==> src/rtl/breath_led_cfg_arb.sv <==
// Round-robin arbiter that shares the breathing-LED rate-setting port among NUM_REQ requesters.
// Optional AUTO_SWEEP_EN adds an idle-time auto-sweep of the step through the same update path.
module breath_led_cfg_arb #(
  parameter int          NUM_REQ         = 3,
  parameter int          HOLD_CYCLES     = 16,
  parameter logic [9:0]  START_FREQ_STEP = 10'd1,
  parameter int          SWEEP_IDLE      = 1000
) (
  input  logic                  sys_clk,
  input  logic                  sys_rst,
  input  logic [NUM_REQ-1:0]    req,
  input  logic [10*NUM_REQ-1:0] req_step,
  output logic [NUM_REQ-1:0]    gnt,
  output logic                  set_en,
  output logic [9:0]            set_freq_step,
  output logic                  busy
);

  localparam int PW = $clog2(NUM_REQ);
  localparam int HW = (HOLD_CYCLES > 1) ? $clog2(HOLD_CYCLES) : 1;

  if (NUM_REQ < 2 || NUM_REQ > 8) begin : g_bad_num_req
    $error("NUM_REQ must be 2..8");
  end
  if (HOLD_CYCLES < 1) begin : g_bad_hold
    $error("HOLD_CYCLES must be >= 1");
  end
  if (SWEEP_IDLE < 2) begin : g_bad_sweep
    $error("SWEEP_IDLE must be >= 2");
  end

  typedef enum logic {IDLE, HOLD} state_t;

  state_t            state, state_n;
  logic [PW-1:0]     rr_ptr, rr_n;
  logic [HW-1:0]     hold_cnt, hold_n;
  logic [NUM_REQ-1:0] gnt_n;
  logic              set_en_n, busy_n;
  logic [9:0]        step_n;

  logic [9:0]        steps [NUM_REQ];
  logic              found;
  logic [PW-1:0]     win;
  logic [PW:0]       sum;

  function automatic logic [9:0] clamp_step(input logic [9:0] s);
    if (s == 10'd0)
      return 10'd1;
    else if (s >= 10'd10)
      return 10'd10;
    else
      return s;
  endfunction

  // First set request at or after rr_ptr, wrapping around.
  always_comb begin
    found = 1'b0;
    win   = '0;
    sum   = '0;
    for (int i = 0; i < NUM_REQ; i++)
      steps[i] = req_step[i*10 +: 10];
    for (int k = 0; k < NUM_REQ; k++) begin
      sum = {1'b0, rr_ptr} + (PW+1)'(k);
      if (sum >= (PW+1)'(NUM_REQ))
        sum = sum - (PW+1)'(NUM_REQ);
      if (!found && req[sum[PW-1:0]]) begin
        found = 1'b1;
        win   = sum[PW-1:0];
      end
    end
  end

`ifdef AUTO_SWEEP_EN
  localparam int IW = $clog2(SWEEP_IDLE);

  logic [IW-1:0] idle_cnt, idle_n;
  logic          sweep_req, sweep_req_n;
  logic          dir_up, dir_n;
  logic          up_eff;
  logic [9:0]    sweep_step;

  // Direction turns around at the ends even if a grant parked the step there.
  always_comb begin
    up_eff     = dir_up ? (set_freq_step < 10'd10) : (set_freq_step <= 10'd1);
    sweep_step = up_eff ? set_freq_step + 10'd1 : set_freq_step - 10'd1;
  end
`endif

  always_comb begin
    state_n  = state;
    gnt_n    = '0;
    set_en_n = 1'b0;
    step_n   = set_freq_step;
    rr_n     = rr_ptr;
    hold_n   = hold_cnt;
    busy_n   = busy;
`ifdef AUTO_SWEEP_EN
    idle_n      = '0;
    sweep_req_n = 1'b0;
    dir_n       = dir_up;
`endif
    case (state)
      IDLE: begin
        busy_n = 1'b0;
        if (found) begin
          gnt_n[win] = 1'b1;
          set_en_n   = 1'b1;
          step_n     = clamp_step(steps[win]);
          rr_n       = (win == PW'(NUM_REQ-1)) ? '0 : win + 1'b1;
          hold_n     = HW'(HOLD_CYCLES-1);
          busy_n     = 1'b1;
          state_n    = HOLD;
        end
`ifdef AUTO_SWEEP_EN
        else if (sweep_req) begin
          set_en_n = 1'b1;
          step_n   = sweep_step;
          dir_n    = (sweep_step >= 10'd10) ? 1'b0 :
                     (sweep_step <= 10'd1)  ? 1'b1 : up_eff;
          hold_n   = HW'(HOLD_CYCLES-1);
          busy_n   = 1'b1;
          state_n  = HOLD;
        end else if (idle_cnt == IW'(SWEEP_IDLE-1)) begin
          sweep_req_n = 1'b1;
        end else begin
          idle_n = idle_cnt + 1'b1;
        end
`endif
      end
      HOLD: begin
        if (hold_cnt == '0) begin
          state_n = IDLE;
          busy_n  = 1'b0;
        end else begin
          hold_n = hold_cnt - 1'b1;
        end
      end
      default: state_n = IDLE;
    endcase
  end

  always_ff @(posedge sys_clk or posedge sys_rst) begin
    if (sys_rst) begin
      state         <= IDLE;
      rr_ptr        <= '0;
      hold_cnt      <= '0;
      gnt           <= '0;
      set_en        <= 1'b0;
      set_freq_step <= START_FREQ_STEP;
      busy          <= 1'b0;
    end else begin
      state         <= state_n;
      rr_ptr        <= rr_n;
      hold_cnt      <= hold_n;
      gnt           <= gnt_n;
      set_en        <= set_en_n;
      set_freq_step <= step_n;
      busy          <= busy_n;
    end
  end

`ifdef AUTO_SWEEP_EN
  always_ff @(posedge sys_clk or posedge sys_rst) begin
    if (sys_rst) begin
      idle_cnt  <= '0;
      sweep_req <= 1'b0;
      dir_up    <= 1'b1;
    end else begin
      idle_cnt  <= idle_n;
      sweep_req <= sweep_req_n;
      dir_up    <= dir_n;
    end
  end
`endif

endmodule

==> config.mk <==
export PLATFORM = sky130hd
export DESIGN_NAME = breath_led_cfg_arb
export DESIGN_NICKNAME = d
export VERILOG_FILES = /design/src/rtl/breath_led_cfg_arb.sv
export SDC_FILE = /design/constraint.sdc
export NUM_CORES = 1
export LEC_CHECK = 0
export CORE_MARGIN = 4
export CORE_UTILIZATION = 42
export DETAILED_ROUTE_END_ITERATION = 12
export PLACE_DENSITY = 0.88
export SLEW_MARGIN = 40
export SYNTH_ARGS = -nofsm -noshare
export SYNTH_HDL_FRONTEND = slang
export SYNTH_SLANG_ARGS = --single-unit
==> constraint.sdc <==
create_clock -name sys_clk -period 2.3 [get_ports sys_clk]
set_clock_uncertainty 0.05 [all_clocks]
set_input_delay 0.46 -clock sys_clk [delete_from_list [all_inputs] [get_ports sys_clk]]
set_output_delay 0.46 -clock sys_clk [all_outputs]
set_load 0.01 [all_outputs]
==> results_tabular.tex, run 1 <==
\begin{tabular}{lr}
\hline
Metric & Value \\
\hline
\multicolumn{2}{l}{\textbf{Route}} \\
WL per Instance & 14.8 um \\
Total wire length after detailed routing & 4260 um \\
Count of unresolved DRC violations after routing & 0 \\
Length of the first detailed-routing pass in iterations & 4 \\
Number of vias per cell after detailed routing & 5.36 \\
Number of nets with antenna violations after detailed routing & 0 \\
First DRT Iteration DRCs & 107 \\
Via Count & 1538 \\
\multicolumn{2}{l}{\textbf{Hold path}} \\
Worst Hold Class & register to register \\
Number of stages on the worst hold path & 1 \\
\multicolumn{2}{l}{\textbf{Yosys}} \\
Count of flip-flops with a built-in enable after synthesis & 0 \\
Post-synthesis async set-or-reset flop share & 100\% \\
Post-synthesis area per instance & 9.19 sq um \\
Post-synthesis cell area & 1540 sq um \\
Net count of the mapped netlist & 209 \\
Prevailing post-synth register cell & sky130\_fd\_sc\_hd\_\_dfrtp\_1 \\
Synth Register Bits & 22 \\
Fraction of the yosys area taken by sequential cells & 35.7\% \\
Synth Instances & 168 \\
Number of different library cells in the post-synthesis netlist & 56 \\
Yosys Warn Count & 0 \\
\multicolumn{2}{l}{\textbf{Timing}} \\
Final number of max-transition violations & 0 \\
Crit share post-route & 102\% \\
Transition time at the pin with the least slew margin & 0.378 ns \\
Minimum hold slack & 0.438 ns \\
Final setup violation count & 3 \\
Slack of the critical path & -0.0446 ns \\
Final critical-path required period & 2.34 ns \\
Hold Fails Final Rpt & 0 \\
Max-slew headroom at the worst pin & 74.6\% \\
Max frequency & 0.427 GHz \\
Setup repair after global routing missed its margin & yes \\
\multicolumn{2}{l}{\textbf{GRT}} \\
Antenna violations before repair & 0 \\
GR Overflow Total & 0 \\
Wire length of the first global-routing pass & 6430 um \\
Global routing usage summed across all routing layers & 17.8\% \\
Pin count of the biggest net entering global routing & 23 \\
Number of global-route vias before repair & 1465 \\
\multicolumn{2}{l}{\textbf{Critical path}} \\
Required time of the critical path & 2.44 ns \\
Arrival time of data at the critical path endpoint & 2.48 ns \\
Critical Path End & set\_freq\_step[0]\$\_DFFE\_PP1P\_ \\
Crit path from & req[0] \\
RR Startpoint & rr\_ptr[0]\$\_DFFE\_PP0P\_ \\
Critical Path Sink Type & register \\
Setup slack, reg-to-reg & 0 ns \\
Kind of launch point of the worst setup path & input port \\
R2R depth & 9 \\
Largest fanout of any net on the critical path & 7 \\
End of the worst register-to-register path & set\_freq\_step[0]\$\_DFFE\_PP1P\_ \\
Worst Setup Path Type & input port to register \\
\multicolumn{2}{l}{\textbf{Run status}} \\
Result of the run & finished, violations left \\
Violated checks & negative setup slack \\
\multicolumn{2}{l}{\textbf{Placed design}} \\
Number of input and output port buffers inserted & 49 \\
Final estimated routing congestion in global placement & 0.942 \\
Cell count after placement & 273 \\
Post-detail-place hpwl & 3020 um \\
Setup slack at placement & -0.248 ns \\
\multicolumn{2}{l}{\textbf{Floorplan}} \\
Number of rows created at floorplan & 21 \\
Die H & 68.6 um \\
Core region area & 3440 sq um \\
Initial standard-cell utilization of the core & 44.9\% \\
Die area & 4710 sq um \\
Die width & 68.6 um \\
Io pins & 50 \\
\multicolumn{2}{l}{\textbf{Clock network}} \\
Cell chosen for the clock root & sky130\_fd\_sc\_hd\_\_clkbuf\_8 \\
Num CTS Buffers & 3 \\
Hold\_buf cts & 0 \\
Skew-Pair Late Insertion Delay & 0.26 ns \\
H-Tree Level Count & 1 \\
Clock slew seen by the registers of the worst setup and hold paths & 0.08 ns \\
Clock Tree Buf Depth & 2 \\
CTS tree & yes \\
Clock Sinks & 22 \\
\multicolumn{2}{l}{\textbf{Final layout}} \\
Commonest cells after routing, fill and taps aside & 48 x sky130\_fd\_sc\_hd\_\_clkdlybuf4s50\_1, 21 x sky130\_fd\_sc\_hd\_\_nand2\_1, 21 x sky130\_fd\_sc\_hd\_\_buf\_4, 20 x sky130\_fd\_sc\_hd\_\_dfrtp\_1, 16 x sky130\_fd\_sc\_hd\_\_nor2\_1 \\
Area overhead of the layout relative to synthesis & 59.0\% \\
Most common library cell in the layout ignoring fill and taps & sky130\_fd\_sc\_hd\_\_clkdlybuf4s50\_1 \\
Layout Cells excl Fill & 287 \\
FILL cells & 235 \\
Final-stage net count & 283 \\
Layout cells sized above 1 & 27.8\% \\
Number of antenna diodes & 0 \\
\multicolumn{2}{l}{\textbf{Pwr}} \\
Peak supply drop & 0.000516 V \\
Areal power density over the cells & 1110 nW/um\^{}2 \\
Leak & 1.03 nW \\
\multicolumn{2}{l}{\textbf{Job}} \\
MaxCap Viol Count & 0 \\
\hline
\end{tabular}
[stage by stage]
step	instance area [sq um]	power (mW)	util [%]	TNS (ns)
after floorplan	1540	1.61	-	0
after global placement	2180	2.08	63.4	-0.943
after detailed placement	2180	2.11	63.4	-1.36
after CTS	2330	2.51	67.7	0
after global routing	2450	2.92	71.3	-0.511
final	2450	2.74	71.3	-0.114
[logic make-up after synthesis]
group | share of synthesized area, %
compound gates | 24.8
buf+inv | 5.02
simple gates | 24.6
fa+ha+maj | 4.86
flops | 35.7
mux | 4.46
xor+xnor | 0.567
[layout make-up]
class | count | area [sq um] | share of cell area (%)
Timing Repair Buffer | 74 | 704 | 28.7
Sequential cell | 22 | 553 | 22.5
Multi-Input combinational cell | 132 | 1050 | 43.0
Clock buffer | 4 | 45.0 | 1.83
Inverter | 9 | 40.0 | 1.63
Tap cell | 46 | 57.6 | 2.34
[what timing repair did]
| action | CTS | global route |
|---|---|---|
| cloned | 0 | 1 |
| setup endpoints to repair | 3 | 9 |
| pin swaps | 3 | 17 |
| resized for setup | 11 | 23 |
| setup buffers | 4 | 5 |
[worst min-delay path by stage]
stage	slack, ns	start	to
finish	0.44	set_freq_step[7]$_DFFE_PP0P_	set_freq_step[7]$_DFFE_PP0P_
CTS	0.44	busy$_DFFE_PP0P_	busy$_DFFE_PP0P_
global placement	0.42	busy$_DFFE_PP0P_	busy$_DFFE_PP0P_
detailed placement	0.42	set_freq_step[7]$_DFFE_PP0P_	set_freq_step[7]$_DFFE_PP0P_
floorplan	0.40	sys_rst	busy$_DFFE_PP0P_
global route	0.46	set_freq_step[7]$_DFFE_PP0P_	set_freq_step[7]$_DFFE_PP0P_
[routing by layer]
metal,share of wire [%],GRT usage (%),vias up
met3,5.4,4.54,7
met5,0,0,-
met2,51,30.3,55
met4,0.85,4.22,0
li1,-,-,754
met1,43,22.5,722
[worst max-delay path, cell delays in order]
cell and delay (ns):
sky130_fd_sc_hd__clkdlybuf4s50_1 0.53, sky130_fd_sc_hd__nor2b_1 0.28, sky130_fd_sc_hd__o21ai_4 0.10, sky130_fd_sc_hd__a211o_2 0.41, sky130_fd_sc_hd__nand2_1 0.12, sky130_fd_sc_hd__mux2_2 0.34
sky130_fd_sc_hd__mux2i_1 0.15, sky130_fd_sc_hd__o21ai_1 0.07
[report_power, final]
part	switching, mW	internal (mW)
combinational	0.939	0.978
sequential	0.0775	0.501
clock	0.117	0.123
[flip-flops by register name, indices dropped and copies added, names as in the netlist]
register,cells
state,1
set_en,1
set_freq_step,10
gnt,3
hold_cnt,4
busy,1
rr_ptr,2
[cell usage after synthesis (all sizes together), types with 2 or more instances]
library cell | count | share of area, %
and2 | 8 | 3.2
nand2b | 3 | 1.2
nor2 | 16 | 3.9
nor4 | 4 | 2.6
and2b | 2 | 1.1
nor2b | 2 | 0.81
a21oi | 9 | 3.6
a31oi | 2 | 0.81
mux2i | 3 | 2.8
o22ai | 2 | 1.2
and3b | 2 | 1.1
buf | 5 | 2.6
mux2 | 2 | 1.7
o22a | 2 | 1.7
nand2 | 21 | 5.1
inv | 8 | 1.9
o211ai | 3 | 1.8
and3 | 2 | 0.81
nor3 | 3 | 0.97
ha | 6 | 4.9
dfrtp | 21 | 34
a211o | 3 | 1.8
o21ai | 13 | 4.5
nand3 | 7 | 2.6
o21a | 2 | 0.97
Power figures use the tool's default switching activity.
==> run 2: changes to the inputs <==
- CAP_MARGIN: unset -> 25
==> results of run 2 <==
Same layout as run 1: the final DEF is identical, and so are final timing and power.
